--- config.mk ---
export PLATFORM = sky130hd
export DESIGN_NAME = mode_counter
export DESIGN_NICKNAME = d
export VERILOG_FILES = /design/src/rtl/mode_counter.sv
export SDC_FILE = /design/constraint.sdc
export NUM_CORES = 1
export LEC_CHECK = 0
export CAP_MARGIN = 20
export CORE_MARGIN = 10
export CORE_UTILIZATION = 52
export CTS_CLUSTER_DIAMETER = 50
export CTS_CLUSTER_SIZE = 25
export DETAILED_ROUTE_END_ITERATION = 8
export HOLD_SLACK_MARGIN = 0.06
export PLACE_DENSITY = 0.76
export SETUP_SLACK_MARGIN = 0.02
export SLEW_MARGIN = 5
export SYNTH_ARGS = -nofsm -noshare
export SYNTH_HDL_FRONTEND = slang
export SYNTH_SLANG_ARGS = --single-unit
--- constraint.sdc ---
create_clock -name clk -period 2.3 [get_ports clk]
set_input_delay 0.575 -clock clk [delete_from_list [all_inputs] [get_ports clk]]
set_output_delay 0.575 -clock clk [all_outputs]
set_load 0.01 [all_outputs]
--- src/rtl/mode_counter.sv ---
// mode_counter: four-sequence counter (binary up/down, Gray, Johnson)
// with synchronous load, restart on mode change and wrap/tc flags.
module mode_counter #(
   parameter int WIDTH = 4,
   parameter int MOD   = 16
) (
   input  logic             clk,
   input  logic             clr,
   input  logic             en,
   input  logic             load,
   input  logic [WIDTH-1:0] din,
   input  logic [1:0]       mode,
   output logic [WIDTH-1:0] q,
   output logic             tc,
   output logic             wrap
);

   localparam logic [1:0] M_UP   = 2'b00;
   localparam logic [1:0] M_DOWN = 2'b01;
   localparam logic [1:0] M_GRAY = 2'b10;
   localparam logic [1:0] M_JOHN = 2'b11;

   localparam logic [WIDTH-1:0] ONE   = WIDTH'(1);
   localparam logic [WIDTH-1:0] LASTV = WIDTH'(MOD - 1);
   localparam logic [WIDTH-1:0] JLAST = {1'b1, {(WIDTH-1){1'b0}}};
   localparam logic [WIDTH:0]   MODX  = (WIDTH+1)'(MOD);
   localparam logic [WIDTH-2:0] TONE  = (WIDTH-1)'(1);

   logic [1:0]       mode_r;
   logic [WIDTH-1:0] b;
   logic [WIDTH-1:0] b_inc;
   logic [WIDTH-1:0] adv_q;
   logic [WIDTH-1:0] adv_b;
   logic [WIDTH-1:0] ld_q;
   logic [WIDTH-1:0] ld_b;
   logic [WIDTH-2:0] jt;
   logic             j_bad;
   logic             last;
   logic             over;

   function automatic logic [WIDTH-1:0] gray(input logic [WIDTH-1:0] x);
      return x ^ (x >> 1);
   endfunction

   // A legal Johnson code has at most one differing adjacent bit pair
   assign jt    = q[WIDTH-2:0] ^ q[WIDTH-1:1];
   assign j_bad = |(jt & (jt - TONE));
   assign b_inc = b + ONE;
   assign over  = {1'b0, din} >= MODX;

   always_comb begin
      last  = 1'b0;
      adv_q = q;
      adv_b = b;
      case (mode_r)
         M_UP: begin
            last  = (q == LASTV);
            adv_q = last ? '0 : q + ONE;
         end
         M_DOWN: begin
            last  = (q == '0);
            adv_q = last ? LASTV : q - ONE;
         end
         M_GRAY: begin
            last  = &b;
            adv_b = b_inc;
            adv_q = gray(b_inc);
         end
         default: begin
            last  = (q == JLAST);
            adv_q = j_bad ? '0 : {q[WIDTH-2:0], ~q[WIDTH-1]};
         end
      endcase
   end

   always_comb begin
      ld_b = b;
      case (mode)
         M_UP, M_DOWN: ld_q = over ? '0 : din;
         M_GRAY: begin
            ld_q = gray(din);
            ld_b = din;
         end
         M_JOHN:  ld_q = din;
         default: ld_q = din;
      endcase
   end

   assign tc = en & last;

   always_ff @(posedge clk) begin
      mode_r <= mode;
      if (!clr) begin
         q    <= '0;
         b    <= '0;
         wrap <= 1'b0;
      end else if (load) begin
         q    <= ld_q;
         b    <= ld_b;
         wrap <= 1'b0;
      end else if (mode != mode_r) begin
         q    <= '0;
         b    <= '0;
         wrap <= 1'b0;
      end else if (en) begin
         q    <= adv_q;
         b    <= adv_b;
         wrap <= last;
      end else begin
         wrap <= 1'b0;
      end
   end

endmodule

==> reports/metrics.yaml <==
status:
  outcome: "complete, no violations"
sta:
  worst_pin_slew_ps: 498
  slew_violations: 0
  relSlewSlack_pct: 66.5
  fin_crit_sh_pct: 93.7
  grt_setup_unrepaired: "false"
  hold_viol: 0
  setup_tns_ps: 0
  timing.hold.ws_ps: 527
  period_needed_ps: 2160
  fin_worst_skew_ps: 0.832
  setup_violations: 0
  fmax_ghz: 0.464
global_routing:
  grtUsageMet2_pct: 25.7
  top_usage_layer: "met2"
  use_met1_pct: 16.5
  grt_usage_pct: 14.3
  grt_pass1_wl_um: 4940
  grt_pass1_vias: 1085
  grt_use_met3_pct: 2.06
  grt_start_max_net_pins: 13
  grt-ovfl-total: 0
  antenna_found_initial: 0
die:
  fp.coreArea_um2: 1920
  rows: 16
  die_y_um: 64.7
  start_util_pct: 54.1
  die_x_um: 64.7
  io_pins: 16
  dieArea_um2: 4190
synth:
  postSynthCellCount: 129
  syn_area_per_cell_um2: 8.06
  yosysSeqAreaShare_pct: 21.2
  async_flop_share_pct: 0
  synth_top_cell_by_area: "dfxtp_1"
  synth.top_cell.area_share_pct: 21.2
  synth_nets: 148
  synth_seq_cells: 11
  synth_area_um2: 1040
  yosysUniqueCellTypes: 40
  synth_ff_type: "dfxtp_1"
  synth_edf_count: 0
  synth_warnings: 0
  synthTopCellsByArea: "dfxtp_1 (21%), ha_1 (11%), xnor2_1 (5.9%)"
worst_setup_path:
  r2r_cells: 7
  crit_type: "reg -> out"
  critPathRequiredTime_ps: 1730
  end_kind: "output pin"
  arrival_ps: 1580
  cp_max_fo: 4
  startpoint_type: "flop"
hold_path:
  hold_path_class: "reg -> reg"
  holdPathStages: 2
cells_and_area:
  finalNetCount: 189
  fill_cells: 172
  fin_util_pct: 74.3
  mostFrequentLayoutCell: "buf_4"
  areaGrowthSynthToFinish_pct: 37.4
  layout-drive-gt1-share_pct: 26.0
  mostFrequentLayoutCells: "buf_4 (26), clkdlybuf4s50_1 (14), nand2_1 (13)"
  diodes: 0
clocking:
  clk_pin_slew_worst_paths_ps: 70
  cts.sinks: 11
  clockBufferDepth: 2
  clock_latency_ps: 270
  holdBufCountCts: 0
  htreeDepth: 1
  tritoncts: "yes"
  cts_buffers: 3
  cts_root_buf: "clkbuf_4"
route:
  routed_via_density: 5.84
  ant_nets: 0
  postRouteWirelength_um: 3000
  drcViolationCount: 0
  drt_iter0_markers: 60
  routedWlPerCell_um: 15.3
  first_pass_iters: 4
  vias: 1145
pwr:
  vdd_drop_max_v: 0.000331
  leakage_nw: 0.605
  p_per_area_nw_per_um2: 431
place:
  dp_hpwl_um: 2390
  io_buffers: 15
  gp_congestion: 0.910
flow_run:
  max_cap_violations: 0
layout make-up:
type | instances | area (um^2) | area share, %
Clock buffer | 4 | 26.3 | 1.84
Inverter | 7 | 26.3 | 1.84
Multi-Input combinational cell | 106 | 777 | 54.4
Sequential cell | 11 | 225 | 15.8
Tap cell | 27 | 33.8 | 2.36
Timing Repair Buffer | 41 | 340 | 23.8
cells by family after synthesis:
kind of cell | Yosys count | synth area share (%)
compound gates | 48 | 32.0
xor+xnor | 11 | 10.7
fa+ha+maj | 9 | 10.8
buf+inv | 12 | 5.54
flops | 11 | 21.2
simple gates | 38 | 19.7
worst paths after layout:
kind | startpoint | endpoint | slack (ps)
min reg2reg | b[3] | b[3] | 530
max reg2reg | q[0] | q[0] | 360
max | q[3] | tc | 140
min | b[3] | b[3] | 530
Yosys cell counts, drive strengths merged (2+ instances only):
master,n
nand2,13
o21ai,13
a21oi,11
dfxtp,11
ha,9
a31oi,8
inv,7
xnor2,7
buf,5
nand3,5
nand3b,4
a21boi,3
nor2,3
xor2,3
a22oi,2
and3,2
nand2b,2
nor3,2
o21a,2
metrics by stage:
stage / total power, mW / setup WS [ps] / cells / instance area [um^2]
2_1_floorplan: 0.366 / 218 / 129 / 1040
3_3_place_gp: 0.467 / -228 / 191 / 1380
3_5_place_dp: 0.475 / -261 / 191 / 1380
4_1_cts: 0.611 / 44.4 / 195 / 1420
5_1_grt: 0.651 / 27.5 / 196 / 1430
6_report: 0.615 / 144 / 196 / 1430
where the power goes:
part	internal [mW]	switching (mW)	total [mW]
registers	0.204	0.0132	0.218
clock network	0.0672	0.0678	0.135
logic	0.131	0.131	0.263
total	0.403	0.212	0.615
state kept, by name (all words and copies together) (netlist names):
signal and flops:
b 4, q 4, mode_r 2, wrap 1
worst max-delay path, stage by stage, from the launching register on:
cell and delay (ps):
dfxtp_2 340, inv_2 60, ha_2 170, nand2_1 70, a21oi_2 140, nor2_1 60, nor4b_2 300, buf_2 180
routing by layer:
layer	routed length [um]	up-vias
met3	114	4
met4	24	0
met2	1570	30
li1	-	559
met1	1290	552
met5	0	-
repair_timing:
item	CTS	global route
gates resized for setup	5	9
buffers inserted	0	1
pin swaps	1	1
setup endpoints to repair	1	1
(Power assumes the default switching activity.)
